--- src/rtl/cordic_gain_comp_pkg.sv ---
// Shared CORDIC definitions: Q2.30 word format, gain constant and the
// round/negate/saturate helper used by the output stage.
package cordic_gain_comp_pkg;

    localparam int unsigned WORD_W       = 32;
    localparam int unsigned CORDIC_FRAC  = 30;
    localparam int unsigned CORDIC_ITERS = 30;
    localparam logic [WORD_W-1:0] CORDIC_K = 32'h26DD3B6A;

    typedef logic signed [WORD_W-1:0] q2_30_t;

    typedef struct packed {
        q2_30_t x;
        q2_30_t y;
    } xy_t;

    // Round half-up, optional negate, clamp to the signed 32-bit range
    function automatic q2_30_t round_neg_sat(input logic signed [2*WORD_W-1:0] p,
                                             input logic                       neg,
                                             input int unsigned                frac);
        logic signed [2*WORD_W-1:0] r;
        r = (p + (64'sd1 <<< (frac - 1))) >>> frac;
        if (neg) begin
            r = -r;
        end
        if (r > 64'sd2147483647) begin
            r = 64'sd2147483647;
        end else if (r < -64'sd2147483648) begin
            r = -64'sd2147483648;
        end
        return q2_30_t'(r[WORD_W-1:0]);
    endfunction

endpackage

--- src/rtl/cordic_out_fifo.sv ---
// First-word-fall-through FIFO for compensated results. Drops on push while
// full without a pop and records that in a sticky drop flag.
module cordic_out_fifo #(
    parameter int unsigned DEPTH = 4,
    parameter int unsigned W     = 64
) (
    input  logic                     clk,
    input  logic                     rst,
    input  logic                     push,
    input  logic                     pop,
    input  logic [W-1:0]             wdata,
    output logic [W-1:0]             rdata,
    output logic                     full,
    output logic                     empty,
    output logic [$clog2(DEPTH):0]   level,
    output logic                     drop
);

    localparam int unsigned AW = $clog2(DEPTH);

    logic [W-1:0] mem [DEPTH];
    logic [AW:0]  wr_ptr;
    logic [AW:0]  rd_ptr;
    logic         do_push;
    logic         do_pop;

    assign full    = (level == (AW+1)'(DEPTH));
    assign empty   = (level == '0);
    assign do_pop  = pop && !empty;
    // A full FIFO still accepts a push when the head leaves on the same edge
    assign do_push = push && (!full || do_pop);
    assign rdata   = mem[rd_ptr[AW-1:0]];

    always_ff @(posedge clk or posedge rst) begin
        if (rst) begin
            for (int unsigned i = 0; i < DEPTH; i++) begin
                mem[AW'(i)] <= '0;
            end
            wr_ptr <= '0;
            rd_ptr <= '0;
            level  <= '0;
            drop   <= 1'b0;
        end else begin
            if (do_push) begin
                mem[wr_ptr[AW-1:0]] <= wdata;
                wr_ptr              <= wr_ptr + 1'b1;
            end
            if (do_pop) begin
                rd_ptr <= rd_ptr + 1'b1;
            end
            case ({do_push, do_pop})
                2'b10:   level <= level + 1'b1;
                2'b01:   level <= level - 1'b1;
                default: level <= level;
            endcase
            if (push && !do_push) begin
                drop <= 1'b1;
            end
        end
    end

endmodule

--- src/rtl/cordic_gain_comp.sv ---
// CORDIC output stage: multiply by the gain constant, round/negate/saturate,
// then buffer into a small FWFT FIFO that absorbs consumer backpressure.
module cordic_gain_comp
    import cordic_gain_comp_pkg::*;
#(
    parameter int unsigned       DEPTH = 4,
    parameter int unsigned       FRAC  = CORDIC_FRAC,
    parameter logic [WORD_W-1:0] K     = CORDIC_K
) (
    input  logic                   clk,
    input  logic                   rst,
    input  logic                   in_valid,
    input  logic [WORD_W-1:0]      x_in,
    input  logic [WORD_W-1:0]      y_in,
    input  logic                   neg,
    input  logic                   out_ready,
    output logic                   out_valid,
    output logic [WORD_W-1:0]      x_out,
    output logic [WORD_W-1:0]      y_out,
    output logic [$clog2(DEPTH):0] level,
    output logic                   overflow
);

    localparam int unsigned PW = 2 * WORD_W;

    logic signed [PW-1:0] p_x;
    logic signed [PW-1:0] p_y;
    logic                 neg1;
    logic                 v1;
    xy_t                  res;
    logic                 v2;
    xy_t                  head;
    logic                 fifo_full;
    logic                 fifo_empty;

    // S1: full-precision products against the unsigned gain
    always_ff @(posedge clk or posedge rst) begin
        if (rst) begin
            p_x  <= '0;
            p_y  <= '0;
            neg1 <= 1'b0;
            v1   <= 1'b0;
        end else begin
            p_x  <= PW'($signed(x_in)) * PW'($signed({1'b0, K}));
            p_y  <= PW'($signed(y_in)) * PW'($signed({1'b0, K}));
            neg1 <= neg;
            v1   <= in_valid;
        end
    end

    // S2: back to Q2.30 with sign correction
    always_ff @(posedge clk or posedge rst) begin
        if (rst) begin
            res <= '0;
            v2  <= 1'b0;
        end else begin
            res.x <= round_neg_sat(p_x, neg1, FRAC);
            res.y <= round_neg_sat(p_y, neg1, FRAC);
            v2    <= v1;
        end
    end

    cordic_out_fifo #(
        .DEPTH (DEPTH),
        .W     (PW)
    ) u_fifo (
        .clk   (clk),
        .rst   (rst),
        .push  (v2),
        .pop   (out_ready),
        .wdata (res),
        .rdata (head),
        .full  (fifo_full),
        .empty (fifo_empty),
        .level (level),
        .drop  (overflow)
    );

    assign out_valid = !fifo_empty;
    assign x_out     = head.x;
    assign y_out     = head.y;

endmodule

--- config.mk ---
export PLATFORM = sky130hd
export DESIGN_NAME = cordic_gain_comp
export DESIGN_NICKNAME = d
export VERILOG_FILES = /design/src/rtl/cordic_gain_comp_pkg.sv /design/src/rtl/cordic_out_fifo.sv /design/src/rtl/cordic_gain_comp.sv
export SDC_FILE = /design/constraint.sdc
export NUM_CORES = 2
export LEC_CHECK = 0
export BUFFER_PORTS_ARGS = -buffer_cell sky130_fd_sc_hd__clkbuf_2
export CAP_MARGIN = 5
export CORE_ASPECT_RATIO = 1.4
export CORE_MARGIN = 2
export CORE_UTILIZATION = 45
export CTS_CLUSTER_DIAMETER = 100
export DETAILED_ROUTE_END_ITERATION = 10
export PLACE_DENSITY = 0.58
export SLEW_MARGIN = 10
export SYNTH_ARGS = -nofsm -noshare
export SYNTH_HDL_FRONTEND = slang
export SYNTH_SLANG_ARGS = --single-unit
--- constraint.sdc ---
create_clock -name clk -period 16.1 [get_ports clk]
set_input_delay 1.61 -clock clk [delete_from_list [all_inputs] [get_ports clk]]
set_output_delay 1.61 -clock clk [all_outputs]
set_load 0.05 [all_outputs]
**After elaboration in Yosys (flattened, before gate mapping)**

Cells that the tools add are included.

- Bitwise gates (word level): 2
- Magnitude comparators: 7
- Equality and inequality tests: 3
- Reduce and logical (&&, ||, !) cells: 10
- Muxes and demuxes: 13
- Multiply operators: 2
- $add $sub $neg: 8

Operator list:

| operator | count |
|---|---|
| 64-bit two-way mux | 5 |
| 256-bit bitwise mux | 1 |
| 64-bit by 31-bit adder with 64-bit output, second input constant | 2 |
| 64-bit binary-select mux with 2-bit select | 1 |
| 64-bit demux with 2-bit select | 1 |
| 64-bit by 32-bit > comparator with 1-bit output, second input constant | 2 |
| 64-bit by 32-bit < comparator with 1-bit output, second input constant | 2 |
| 32-bit two-way mux | 4 |
| 34-bit negator with 64-bit output | 2 |
| 32-bit by 30-bit multiplier with 62-bit output, second input constant | 2 |
| 3-bit by 1-bit adder with 3-bit output, second input constant | 3 |
| 3-bit >= comparator, second input constant | 2 |
| 2-bit inverter with 3-bit output | 2 |
| 3-bit one-hot mux with 2 select lines | 1 |
| 1-bit logical AND | 4 |
| 3-bit == test, second input constant | 1 |
| 1-bit zero test | 3 |
| 3-bit zero test | 1 |
| 3-bit by 1-bit < comparator with 1-bit output, second input constant | 1 |
| 3-bit by 1-bit subtractor with 3-bit output, second input constant | 1 |
| 2-bit by 1-bit == test with 1-bit output, second input constant | 1 |
| 2-bit == test, second input constant | 1 |
| 2-bit nonzero test | 1 |
| 1-bit logical OR | 1 |

- Bits in registers: 459
- Bits of input ports: 69

**Longest topological paths before layout**

- Depth in word-level cells: 7
- Mapped depth: 29
- Depth with buffers taken out: 28

**By module**

From an unflattened synthesis, not the netlist that was laid out.

- Cell total of the unflattened synthesis: 5233
- Area total of the unflattened synthesis: 56173.9 µm²

Modules (own cells, without submodules):

| module | cells an instance | sequential area each (µm²) | area an instance (µm²) | times used |
|---|---|---|---|---|
| cordic_gain_comp | 4575 | 3378.2 | 44626.6 | 1 |
| cordic_out_fifo | 658 | 6606.3 | 11547.3 | 1 |

**Worst setup path before layout**

Ideal clock, no wire load.

- Path kind: input -> register
- Start: input port y_in[18]
- End: register p_y[59]
- Library setup time: 121 ps
- Setup slack: 7549 ps
- Stages: 26
- Path buffers: 1
- Arrival: 8430 ps
- Cell sequence: ha_1 -> clkbuf_1 -> xor2_1 -> ha_1 -> xor2_1 -> ha_1 -> inv_1 -> fa_1 -> inv_1 -> fa_1 -> fa_1 -> fa_1 -> inv_1 -> fa_1 -> inv_1 -> ha_1 -> nand4_1 -> nor2_1 -> a211o_1 -> a2111o_1 -> o21ai_2 -> a311oi_2 -> a21oi_1 -> o21ai_0 -> a2111o_1 -> a22o_1

- Word-level cells in the longest chain between the ends: 1

Ends and longest elaborated chain:

| item | line | RTL |
|---|---|---|
| start, declared | cordic_gain_comp.sv:14 | `input logic [WORD_W-1:0] y_in,` |
| 32-bit by 30-bit multiplier with 62-bit output | cordic_gain_comp.sv:45 | `p_y <= PW'($signed(y_in)) * PW'($signed({1'b0, K}));` |
| end signal, assigned | cordic_gain_comp.sv:45 |  |
| end, declared | cordic_gain_comp.sv:27 | `logic signed [PW-1:0] p_y;` |

Every way passes these cells.
A chain may end at the register's enable or synchronous reset.

**Worst setup path in the final report**

- Start: input port y_in[9]
- End: register p_y[59]

The elaborated chain is that of the path after synthesis.

==> flow_metrics.env <==
export IMPL_rsz0062_at_grt="false"
export IMPL_fin_nets=6965
export IMPL_cts_made_buffers=38
export IMPL_finalWirelength_um=153000
export IMPL_cts_root_buf="clkbuf_16"
export IMPL_synth_edf_count=0
export IMPL_cts_setup_buffers=0
export IMPL_io_pins=138
export IMPL_min_path_type="register to register"
export IMPL_slew_violations=0
export IMPL_worst_clock_skew_ns=0.0258
export IMPL_insertion_delay_ns=0.55
export IMPL_period_needed_ns=9.21
export IMPL_ys_flop_type="dfrtp_1"
export IMPL_slew_headroom_pct=20.8
export IMPL_dr_pass1_iters=5
export IMPL_cts_tree="yes"
export IMPL_io_buffers=137
export IMPL_post_route_period_util_pct=57.2
export IMPL_ys_async_sr_fraction_pct=100
export IMPL_rr_startpoint="p_x[30]"
export IMPL_hold_depth=0
export IMPL_die_h_um=422
export IMPL_synth_area_per_cell_um2=10.7
export IMPL_holdCritStartpoint="v1"
export IMPL_path_clk_slew_ns=0.06
export IMPL_drtAntennaViolNets=0
export IMPL_syn_nets=6899
export IMPL_htree_num_levels=2
export IMPL_cp_max_fo=8
export IMPL_ys_seq_elements=399
export IMPL_synthCells=5235
export IMPL_wl_per_cell_um=22.1
export IMPL_fp_dieW_um=303
export IMPL_tns_ns=0
export IMPL_ctsResizeCount=0
export IMPL_yosysWarnings=0
export IMPL_drc_errors=0
export IMPL_place_congestion=0.962
export IMPL_vias=36265
export IMPL_overflow=0
export IMPL_grt_usage_pct=24.5
export IMPL_worstSetupPathType="input port to register"
export IMPL_drt_initial_drc_count=1750
export IMPL_num_antenna_cells=0
export IMPL_cts_sinks=399
export IMPL_holdPathEnd="v2"
export IMPL_die_area_mm2=0.128
export IMPL_r2r_setup_slack_ns=11.06
export IMPL_yosysUniqueCellTypes=93
export IMPL_detailed_place_hpwl_um=132000
export IMPL_grt_pass1_wl_um=237000
export IMPL_ys_seq_area_share_pct=17.8
export IMPL_viasPerCell=5.21
export IMPL_status="complete, no violations"
export IMPL_max_slew_worst_pin_slew_ns=1.19
export IMPL_cp_arrival_ns=9.65
export IMPL_hold_viol_final=0
export IMPL_fmaxAchievable_ghz=0.109
export IMPL_start_util_pct=45.3
export IMPL_max_cap_viol_count=0
export IMPL_antenna_found_initial=0
export IMPL_setup_violations=0
export IMPL_area_growth_syn_to_layout_pct=6.56
export IMPL_core_area_mm2=0.124
export IMPL_clockBufferDepth=3
export IMPL_grt_max_degree=187
export IMPL_rr_endpoint="res[43]"
export IMPL_crit_path_end_kind="register"
export IMPL_std_cell_rows=153
export IMPL_cp_data_required_time_ns=16.53
export IMPL_cts_hold_fix_buffers=0
export IMPL_ff2ff_path_depth=11
export IMPL_drive_gt1_share_pct=11.8
export IMPL_grt_pass1_vias=39322
export IMPL_synth_area_mm2=0.0562
export IMPL_cp_start_kind="input port"
==> worst max-delay path by stage <==
| stage | startpoint | end | slack (ns) | cells past startpoint |
|---|---|---|---|---|
| finish | y_in[9] | p_y[59] | 6.89 | 27 |
| global route | y_in[6] | p_y[62] | 6.50 | 27 |
| CTS | y_in[9] | p_y[59] | 6.88 | 27 |
| detailed placement | y_in[11] | p_y[62] | 6.32 | 25 |
| global placement | y_in[9] | p_y[59] | 6.40 | 27 |
| floorplan | rst | neg1 | 3.39 | 1 |
==> placed cells by master (no fill, tap or decap), types with 39 or more instances in the layout <==
cell type and instances:
clkbuf_2 137, nor3_1 55, fa_1 848, xnor2_1 203, nand2_1 119, o21ai_0 104, a21oi_1 164, nand3_1 47
dfrtp_1 396, a21o_1 92, mux4_2 64, mux2_2 262, nand4_1 41, nor2_1 85, inv_1 1288, xor2_1 195
clkbuf_16 39, ha_1 747
==> worst max-delay path, stage by stage <==
cell and delay [ns]:
clkbuf_2 0.19, ha_1 0.55, xor2_1 0.48, ha_1 0.24, a21o_1 0.12, xor2_1 0.18
ha_1 0.17, a21oi_1 0.05, fa_1 0.51, inv_1 0.05, fa_1 0.53, fa_1 0.46
fa_1 0.55, inv_1 0.05, fa_1 0.61, inv_1 0.06, ha_1 0.32, a21o_1 0.17
a21o_1 0.18, a211o_1 0.33, a2111o_1 0.33, o21ai_2 0.29, a311oi_2 0.26, a21oi_1 0.44
o21ai_0 0.28, a2111o_1 0.41, a22o_1 0.22
==> synthesized netlist by cell type, types with 22 or more instances <==
master | count | share of area, %
inv_1 | 1290 | 8.6
fa_1 | 848 | 30
ha_1 | 747 | 17
dfrtp_1 | 399 | 18
mux2_2 | 262 | 5.3
xnor2_1 | 203 | 3.2
xor2_1 | 195 | 3.0
a21oi_1 | 164 | 1.5
nand2_1 | 123 | 0.82
o21ai_0 | 104 | 0.93
a21o_1 | 92 | 1.2
nor2_1 | 85 | 0.57
clkbuf_1 | 76 | 0.51
mux4_2 | 64 | 2.6
nor3_1 | 55 | 0.49
nand3_1 | 47 | 0.42
nand4_1 | 41 | 0.46
o21ai_1 | 34 | 0.30
o21ai_2 | 32 | 0.50
buf_2 | 25 | 0.22
nor2b_1 | 22 | 0.24
==> cells by family (layout without fill, tap and decap cells) <==
group	Yosys count	after routing	share of synthesized area [%]
buffers and inverters	1416	1510	9.64
AND/OR/NAND/NOR	514	514	4.95
AO/OA/AOI/OAI	577	577	6.60
XOR/XNOR	398	398	6.20
adder cells (fa/ha/maj)	1595	1595	46.8
multiplexers	336	336	7.99
flip-flops	399	399	17.8
==> cell type report <==
| cell class | instances | area [um2] |
|---|---|---|
| clock buffers | 51 | 1090 |
| clock inverters | 17 | 268 |
| fillers | 11593 | 64200 |
| inverters | 1290 | 4850 |
| multi-input cells | 3420 | 40800 |
| flip-flops and latches | 399 | 9990 |
| well taps | 1627 | 2040 |
| repair buffers | 152 | 811 |
==> flip-flops by register name (all words and copies together) (netlist names), 2 cells and up <==
| name | count |
|---|---|
| u_fifo.level | 3 |
| p_y | 34 |
| u_fifo.rd_ptr | 2 |
| res | 64 |
| u_fifo.mem | 256 |
| u_fifo.wr_ptr | 2 |
| p_x | 34 |
==> layer usage <==
| layer | part of all wire [%] | track usage [%] | vias up |
|---|---|---|---|
| met2 | 51 | 43.6 | 748 |
| met4 | 4.9 | 10.2 | 0 |
| li1 | - | - | 16802 |
| met5 | 0 | 0 | - |
| met1 | 41 | 30.6 | 18472 |
| met3 | 2.8 | 1.47 | 243 |
==> metrics by stage <==
| step | instance area [um2] | hold WS [ns] | std cells | setup WS, ns | util [%] |
|---|---|---|---|---|---|
| 2_1_floorplan | 56200 | 0.331 | 5235 | 3.39 | - |
| 3_3_place_gp | 58500 | 0.357 | 6888 | 6.40 | 47.2 |
| 3_5_place_dp | 58500 | 0.343 | 6888 | 6.32 | 47.2 |
| 4_1_cts | 59900 | 0.367 | 6956 | 6.88 | 48.3 |
| 5_1_grt | 59900 | 0.370 | 6956 | 6.50 | 48.3 |
| 6_report | 59900 | 0.365 | 6956 | 6.89 | 48.3 |
Power is left out: the tool's default activity adds up to more than one toggle a clock period on the data nets, which glitch-free logic cannot reach.
